<file path="src/rtl/mem_sched_pkg.sv">
// Shared types for the line-fill scheduler: FSM state encoding and width defaults.
// Latency: n/a (types only).
// Backpressure: n/a.
package mem_sched_pkg;

  localparam int ADDR_W_DEF = 27;
  localparam int LINE_W_DEF = 128;

  typedef enum logic [2:0] {
    IDLE,
    WB_ISSUE,
    WB_WAIT,
    RD_ISSUE,
    RD_DATA,
    RESP
  } state_t;

endpackage

</file>
<file path="src/rtl/mem_sched_rr_arb.sv">
// Two-way round-robin grant with a last-grant register.
// Latency: grant is combinational; the pointer moves on the edge the grant is taken.
// Backpressure: the pointer only advances when the caller consumes the grant.
module rr_arb2 (
  input  logic       clk,
  input  logic       rst,
  input  logic [1:0] req,
  input  logic       take,
  output logic [1:0] gnt
);

  logic last_q, last_d;

  // A lone requester wins outright; a tie goes to the port not served last.
  always_comb begin
    gnt = req;
    if (req == 2'b11) gnt = last_q ? 2'b01 : 2'b10;
  end

  // Remember which port won once the grant is actually consumed.
  always_comb begin
    last_d = last_q;
    if (take) last_d = gnt[1];
  end

  // Pointer resets onto port 1 so that port 0 wins the first tie.
  always_ff @(posedge clk or negedge rst) begin
    if (!rst) last_q <= 1'b1;
    else      last_q <= last_d;
  end

endmodule

</file>
<file path="src/rtl/mem_sched.sv">
// Line-fill scheduler: two miss ports share one DDR master, optional dirty writeback before each read.
// Latency: accept at cycle 0, rd_avalid at 1, resp_valid at 4 with zero-wait DDR; writeback adds its handshakes.
// Backpressure: req_ready only in IDLE; one transaction in flight; DDR channels held until handshaken.
module mem_sched
  import mem_sched_pkg::*;
#(
  parameter int ADDR_W = ADDR_W_DEF,
  parameter int LINE_W = LINE_W_DEF
) (
  input  logic              clk,
  input  logic              rst,
  input  logic              req_valid0,
  input  logic              req_valid1,
  output logic              req_ready0,
  output logic              req_ready1,
  input  logic [ADDR_W-1:0] req_rd_addr0,
  input  logic [ADDR_W-1:0] req_rd_addr1,
  input  logic              req_wb0,
  input  logic              req_wb1,
  input  logic [ADDR_W-1:0] req_wb_addr0,
  input  logic [ADDR_W-1:0] req_wb_addr1,
  input  logic [LINE_W-1:0] req_wb_data0,
  input  logic [LINE_W-1:0] req_wb_data1,
  output logic              resp_valid0,
  output logic              resp_valid1,
  output logic [LINE_W-1:0] resp_data,
  output logic [ADDR_W-1:0] wr_addr,
  output logic [LINE_W-1:0] wr_data,
  output logic              wr_valid,
  input  logic              wr_ready,
  output logic [ADDR_W-1:0] rd_addr,
  output logic              rd_avalid,
  input  logic              rd_aready,
  input  logic [LINE_W-1:0] rd_data,
  input  logic              rd_valid,
  output logic              rd_dready
);

  state_t            state_q, state_d;
  logic [1:0]        mask_q, mask_d;
  logic [1:0]        resp_valid_q, resp_valid_d;
  logic [LINE_W-1:0] resp_data_q, resp_data_d;
  logic [ADDR_W-1:0] wr_addr_q, wr_addr_d;
  logic [LINE_W-1:0] wr_data_q, wr_data_d;
  logic              wr_valid_q, wr_valid_d;
  logic [ADDR_W-1:0] rd_addr_q, rd_addr_d;
  logic              rd_avalid_q, rd_avalid_d;
  logic              rd_dready_q, rd_dready_d;

  logic [1:0] gnt, served;
  logic       merge, accept, wb_from0, wb_from1;

  // Same line requested by both ports: serve both with one DDR transaction.
  assign merge  = req_valid0 && req_valid1 && (req_rd_addr0 == req_rd_addr1);
  assign served = merge ? 2'b11 : gnt;
  assign accept = (state_q == IDLE) && (served != 2'b00);

  // Victim source: port 0 if it is served and dirty, otherwise port 1 if served and dirty.
  assign wb_from0 = served[0] && req_wb0;
  assign wb_from1 = served[1] && req_wb1 && !wb_from0;

  rr_arb2 u_arb (
    .clk  (clk),
    .rst  (rst),
    .req  ({req_valid1, req_valid0}),
    .take (accept),
    .gnt  (gnt)
  );

  assign req_ready0  = (state_q == IDLE) && served[0];
  assign req_ready1  = (state_q == IDLE) && served[1];
  assign resp_valid0 = resp_valid_q[0];
  assign resp_valid1 = resp_valid_q[1];
  assign resp_data   = resp_data_q;
  assign wr_addr     = wr_addr_q;
  assign wr_data     = wr_data_q;
  assign wr_valid    = wr_valid_q;
  assign rd_addr     = rd_addr_q;
  assign rd_avalid   = rd_avalid_q;
  assign rd_dready   = rd_dready_q;

  // Transaction sequencing: optional writeback, then read address, read data, response pulse.
  always_comb begin
    state_d      = state_q;
    mask_d       = mask_q;
    resp_valid_d = 2'b00;
    resp_data_d  = resp_data_q;
    wr_addr_d    = wr_addr_q;
    wr_data_d    = wr_data_q;
    wr_valid_d   = wr_valid_q;
    rd_addr_d    = rd_addr_q;
    rd_avalid_d  = rd_avalid_q;
    rd_dready_d  = rd_dready_q;
    case (state_q)
      IDLE: begin
        if (accept) begin
          mask_d    = served;
          rd_addr_d = served[0] ? req_rd_addr0 : req_rd_addr1;
          if (wb_from0 || wb_from1) begin
            wr_addr_d  = wb_from0 ? req_wb_addr0 : req_wb_addr1;
            wr_data_d  = wb_from0 ? req_wb_data0 : req_wb_data1;
            wr_valid_d = 1'b1;
            state_d    = WB_ISSUE;
          end else begin
            rd_avalid_d = 1'b1;
            state_d     = RD_ISSUE;
          end
        end
      end
      WB_ISSUE: begin
        if (wr_valid_q && wr_ready) begin
          wr_valid_d = 1'b0;
          state_d    = WB_WAIT;
        end
      end
      WB_WAIT: begin
        // The read must not overtake the victim write.
        if (wr_ready) begin
          rd_avalid_d = 1'b1;
          state_d     = RD_ISSUE;
        end
      end
      RD_ISSUE: begin
        if (rd_avalid_q && rd_aready) begin
          rd_avalid_d = 1'b0;
          rd_dready_d = 1'b1;
          state_d     = RD_DATA;
        end
      end
      RD_DATA: begin
        if (rd_valid && rd_dready_q) begin
          resp_data_d = rd_data;
          rd_dready_d = 1'b0;
          state_d     = RESP;
        end
      end
      RESP: begin
        resp_valid_d = mask_q;
        state_d      = IDLE;
      end
      default: state_d = IDLE;
    endcase
  end

  // State and output registers; reset abandons any in-flight transaction.
  always_ff @(posedge clk or negedge rst) begin
    if (!rst) begin
      state_q      <= IDLE;
      mask_q       <= 2'b00;
      resp_valid_q <= 2'b00;
      resp_data_q  <= '0;
      wr_addr_q    <= '0;
      wr_data_q    <= '0;
      wr_valid_q   <= 1'b0;
      rd_addr_q    <= '0;
      rd_avalid_q  <= 1'b0;
      rd_dready_q  <= 1'b0;
    end else begin
      state_q      <= state_d;
      mask_q       <= mask_d;
      resp_valid_q <= resp_valid_d;
      resp_data_q  <= resp_data_d;
      wr_addr_q    <= wr_addr_d;
      wr_data_q    <= wr_data_d;
      wr_valid_q   <= wr_valid_d;
      rd_addr_q    <= rd_addr_d;
      rd_avalid_q  <= rd_avalid_d;
      rd_dready_q  <= rd_dready_d;
    end
  end

endmodule
</file>
<file path="config.mk">
export PLATFORM = sky130hd
export DESIGN_NAME = mem_sched
export DESIGN_NICKNAME = d
export VERILOG_FILES = /design/src/rtl/mem_sched_pkg.sv /design/src/rtl/mem_sched_rr_arb.sv /design/src/rtl/mem_sched.sv
export SDC_FILE = /design/constraint.sdc
export NUM_CORES = 1
export LEC_CHECK = 0
export CELL_PAD_IN_SITES_DETAIL_PLACEMENT = 0
export CELL_PAD_IN_SITES_GLOBAL_PLACEMENT = 1
export CORE_AREA = 2 2 316 318
export CTS_BUF_LIST = sky130_fd_sc_hd__clkbuf_4
export CTS_CLUSTER_SIZE = 8
export DETAILED_ROUTE_END_ITERATION = 7
export DIE_AREA = 0 0 318 320
export PLACE_DENSITY = 0.45
export SYNTH_ARGS = -nofsm -noshare
export SYNTH_HDL_FRONTEND = slang
export SYNTH_HIERARCHICAL = 1
export SYNTH_SLANG_ARGS = --single-unit
</file>
<file path="constraint.sdc">
create_clock -name clk -period 4.6 [get_ports clk]
set_clock_uncertainty 0.2 [all_clocks]
set_input_delay 1.38 -clock clk [delete_from_list [all_inputs] [get_ports clk]]
set_output_delay 1.38 -clock clk [all_outputs]
set_load 0.05 [all_outputs]
</file>
# ---- Word-level counts from Yosys, hierarchy flattened
# Cells that the tools add are included.
dict set report totals {
  register_bits 321
  latchBits 0
  ram_bits 0
  romBits 0
  inputBits 501
  wordCells 76
  memories 0
}
dict set report op_classes {
  n_addsub 0
  multipliers 0
  div_mod_pow 0
  n_lt_le_gt_ge 0
  n_eq_ne 14
  shifts 0
  muxes 26
  bitwise 0
  reduce_logical 25
}
# cell n
set op_table {}
lappend op_table {{two-way mux 128 bit} 1}
lappend op_table {{two-way mux 27 bit} 2}
lappend op_table {{equality test 27 bit} 1}
lappend op_table {{two-way mux 3 bit} 5}
lappend op_table {{case mux 3 bit (5 select lines)} 1}
lappend op_table {{!= test 2 bit (second input constant)} 6}
lappend op_table {{logical AND 1 bit} 11}
lappend op_table {{two-way mux 2 bit} 5}
lappend op_table {{AND reduction 5 bit} 2}
lappend op_table {{two-way mux 1 bit} 9}
lappend op_table {{equality test 3 x 2 -> 1 bit (second input constant)} 2}
lappend op_table {{equality test 3 bit (second input constant)} 2}
lappend op_table {{AND reduction 3 bit} 2}
lappend op_table {{nonzero test 2 bit} 3}
lappend op_table {{case mux 1 bit (2 select lines)} 2}
lappend op_table {{AND reduction 2 bit} 2}
lappend op_table {{AND reduction 4 bit} 1}
lappend op_table {{equality test 3 x 1 -> 1 bit (second input constant)} 1}
lappend op_table {{logical NOT 3 bit} 1}
lappend op_table {{case mux 1 bit (3 select lines)} 1}
lappend op_table {{nonzero test 3 bit} 1}
lappend op_table {{equality test 2 bit (second input constant)} 1}
lappend op_table {{!= test 2 x 1 -> 1 bit (second input constant)} 1}
lappend op_table {{logical NOT 1 bit} 1}
lappend op_table {{logical OR 1 bit} 1}

# ---- Depth between registers and ports, before layout
dict set report depth {
  depth_word 10
  ltp_mapped 8
  depth_no_buf 6
}

# ---- Modules after synthesis
# The synthesis kept the hierarchy.
# mod n_inst cells_per_inst area_per_inst_um2
set modules_own_cells {}
lappend modules_own_cells {mem_sched 1 1328 14285.0}
lappend modules_own_cells {rr_arb2 1 5 63.8}

# ---- Least setup slack after synthesis
# Ideal clock, no wire load.
dict set report synth_timing {
  path_type {input port to output port}
  start {input port req_rd_addr0[5]}
  end {output port req_ready0}
  t_arrival_ns 3.533
  setup_slack_ns -0.513
  path_stages 6
  n_path_buf 1
  path_cell_list {xor2_1 > or4_1 > nor4_4 > a21oi_2 > clkbuf_1 > nor2_1}
}
dict set report synth_via {
  elab_chain_cells 4
}
# item line_no
set synth_lines {}
lappend synth_lines {{from (decl)} mem_sched.sv:16} ;# input logic [ADDR_W-1:0] req_rd_addr0,
lappend synth_lines {{equality test 27 bit} mem_sched.sv:54} ;# assign merge = req_valid0 && req_valid1 && (req_rd_addr0 == req_rd_addr1);
lappend synth_lines {{logical AND 1 bit} mem_sched.sv:54}
lappend synth_lines {{two-way mux 2 bit} mem_sched.sv:55} ;# assign served = merge ? 2'b11 : gnt;
lappend synth_lines {{logical AND 1 bit} mem_sched.sv:70} ;# assign req_ready0 = (state_q == IDLE) && served[0];
lappend synth_lines {{to (decl)} mem_sched.sv:14} ;# output logic req_ready0,
# Every way passes these cells.

# ---- Worst setup path after layout
dict set report layout_timing {
  start {input port req_rd_addr1[8]}
  end {output port req_ready1}
}
dict set report layout_via {
  elab_chain_cells 4
}
# item line_no
set layout_lines {}
lappend layout_lines {{from (decl)} mem_sched.sv:17} ;# input logic [ADDR_W-1:0] req_rd_addr1,
lappend layout_lines {{equality test 27 bit} mem_sched.sv:54}
lappend layout_lines {{logical AND 1 bit} mem_sched.sv:54}
lappend layout_lines {{two-way mux 2 bit} mem_sched.sv:55}
lappend layout_lines {{logical AND 1 bit} mem_sched.sv:71} ;# assign req_ready1 = (state_q == IDLE) && served[1];
lappend layout_lines {{to (decl)} mem_sched.sv:15} ;# output logic req_ready1,
# Every way passes these cells.

==> out/qor.yml <==
dieArea_mm2: 0.102
core_area_mm2: 0.0980
maxSlewViolCount: 0
worstPathRequired_ns: 3.02
seq_area_mm2: 0.00803
grt_overflow_total: 0
synth-seq-cells: 321
numPortBuffers: 817
multi_input_area_mm2: 0.00536
fin_crit_ns: 4.53
setup_viol: 0
start_util: 0.146
hold_viol_final: 0
grtUsageMet1: 0.148
grt_max_degree: 204
period_share: 0.984
relSlewSlack: 0.216
outcome: "completed"
grt_pass1_wl_mm: 107
via_count: 14200
total_power_mw: 7.64
startpoint_type: "primary input"
setup_slack_ns: 0.0738
place_hpwl_mm: 55.3
fp.dieH_um: 320
synth_area_leaders: "dfrtp_1 (56%), mux2_2 (10%), o221ai_1 (9.5%), nand3_1 (5.4%), nand2_1 (4.2%)"
critPathKind: "in2out"
worstPathArrival_ns: 2.95
areaGrowthSynthToFinish_pct: 80.7
crit_fanout: 3
fp.dieW_um: 318
syn_inst: 1333
place_area_mm2: 0.0245
p_leak_nw: 10.9
nets: 2720
insertion_delay_ns: 0.86
tritoncts: "yes"
ant_nets: 0
ys_types: 43
htreeDepth: 3
endpoint_kind: "primary output"
nFillCells: 10500
rsz0062_at_grt: "false"
wl_per_cell_um: 20.6
fin_area_mm2: 0.0259
ys_seq_area_frac: 0.560
min_path_type: "in2async"
syn-mean-instance-area_um2: 10.8
clk_pin_slew_ns: 0.06
fmax_mhz: 221
clock-root-buffer: "clkbuf_4"
ir_drop_uv: 160
post-place-ws_ns: -0.236
grtUsageMet3: 0.0612
tns_ns: 0
cts.sinks: 321
drt-total-wl_mm: 73.9
drtIter0Drc: 508
clockBufferDepth: 3
vias_per_cell: 3.95
whs_ns: 0.293
synth_nets: 1834
drt_pass1_iterations: 4
globalplace.congestion: 0.795
first_global_vias: 15400
rows: 115
track_usage: 0.141
cts_buffers: 105
synth_top_area_frac: 0.558
tightest_slew_ns: 1.18
grt-busiest-layer: "met2"
antenna_found_initial: 18
drc_errors: 0
yosys.area.top_type: "dfrtp_1"
yosysWarnings: 6
gr-usage-met2: 0.253
syn_area_mm2: 0.0143
ios: 818
cap_violations: 0
p_per_area_mw_per_mm2: 294
layout-drive-gt1-share: 0.173
-- registers in the layout (all words and copies together), names as in the netlist --
register	cells
u_arb/last_q	1
wr_addr	27
rd_avalid	1
resp_data	128
rd_addr	27
state_q	3
rd_dready	1
resp_valid_q	2
wr_valid	1
mask_q	2
wr_data	128
-- area by class of cell --
cell class,instances,share of cell area
Clock inverter,19,0.00560
Sequential cell,321,0.310
Timing Repair Buffer,890,0.346
Inverter,159,0.0230
Multi-Input combinational cell,742,0.207
Clock buffer,156,0.0452
Tap cell,1287,0.0621
Antenna cell,14,0.00135
-- cells in the final DEF, fill, tap and decap left out, types with 11 or more instances in the layout --
master / n
o221ai_1: 155
o22ai_1: 25
a2bb2oi_1: 25
buf_4: 55
clkbuf_4: 156
dlygate4sd2_1: 23
xor2_1: 15
mux2_2: 133
nand3_1: 156
dfrtp_1: 320
buf_12: 20
xnor2_1: 12
clkinv_1: 11
dlymetal6s2s_1: 19
diode_2: 14
clkdlybuf4s50_1: 768
nand2_1: 161
inv_1: 159
-- path summary, 6_finish.rpt --
kind | startpoint | end | slack (ns) | cells after the start
max in group asynchronous | rst | wr_data[23] | 2.83 | 2
setup reg to reg | state_q[1] | wr_data[2] | 2.04 | 5
min in group clk | mask_q[0] | resp_valid_q[0] | 0.30 | 1
hold reg to reg | mask_q[0] | resp_valid_q[0] | 0.30 | 1
setup / recovery | req_rd_addr1[8] | req_ready1 | 0.07 | 7
hold / removal | rst | resp_data[41] | 0.29 | 1
-- where the power goes --
| group | leakage (nW) | total [mW] | switching, mW | internal [mW] |
|---|---|---|---|---|
| clock | 0.789 | 3.07 | 1.43 | 1.64 |
| combinational | 6.15 | 1.55 | 0.840 | 0.711 |
| sequential | 3.96 | 3.01 | 0.0702 | 2.94 |
| total | 10.9 | 7.64 | 2.34 | 5.30 |
-- worst max-delay path: stages --
cell and delay [ns]:
clkdlybuf4s50_1 0.44, xor2_1 0.16, nor4_2 0.32, and3_4 0.30, a21oi_4 0.08, nor2_4 0.11
buf_12 0.15
-- cells by family (layout without fill, tap and decap cells) --
group | count (synthesis) | count (layout) | share of synthesized area
other | 0 | 14 | 0
buffers and inverters | 270 | 1224 | 0.0734
and+or+nand+nor | 345 | 345 | 0.109
DFF | 321 | 321 | 0.560
AOI/OAI and AO/OA | 236 | 236 | 0.136
muxes | 134 | 134 | 0.105
xor gates and xnor gates | 27 | 27 | 0.0165
-- per-stage QoR --
step                       util  instances
after floorplan               -       1333
after global placement    0.250       3398
after detailed placement  0.250       3398
after CTS                 0.264       3574
after global routing      0.265       3586
final                     0.265       3588
-- synth_stat cells (all sizes together) --
master,number
dfrtp,320
nand2,161
inv,159
nand3,156
o221ai,155
mux2,134
clkbuf,82
buf,29
a2bb2oi,25
o22ai,25
xor2,15
xnor2,12
a21oi,11
nor2,7
o21ai,7
nor4,4
and3,3
nand4,3
a211oi,2
a21boi,2
a21o,2
a31o,2
and4,2
nand2b,2
nor2b,2
nor3,2
a211o,1
a221oi,1
a22oi,1
a311oi,1
and2,1
dfstp,1
nand3b,1
o21a,1
or4,1
-- repair_timing --
action,4_1_cts,5_1_grt
hold buffers,0,0
pin swaps,12,10
buffers inserted,1,0
resized for setup,41,21
endpoints found under the setup margin,2,2
-- metal layers --
| layer | vias to the layer above | share of wire |
|---|---|---|
| li1 | 6599 | - |
| met1 | 6848 | 0.37 |
| met2 | 573 | 0.52 |
| met3 | 125 | 0.086 |
| met4 | 14 | 0.024 |
| met5 | - | 0.0014 |
(Power assumes the default switching activity.)
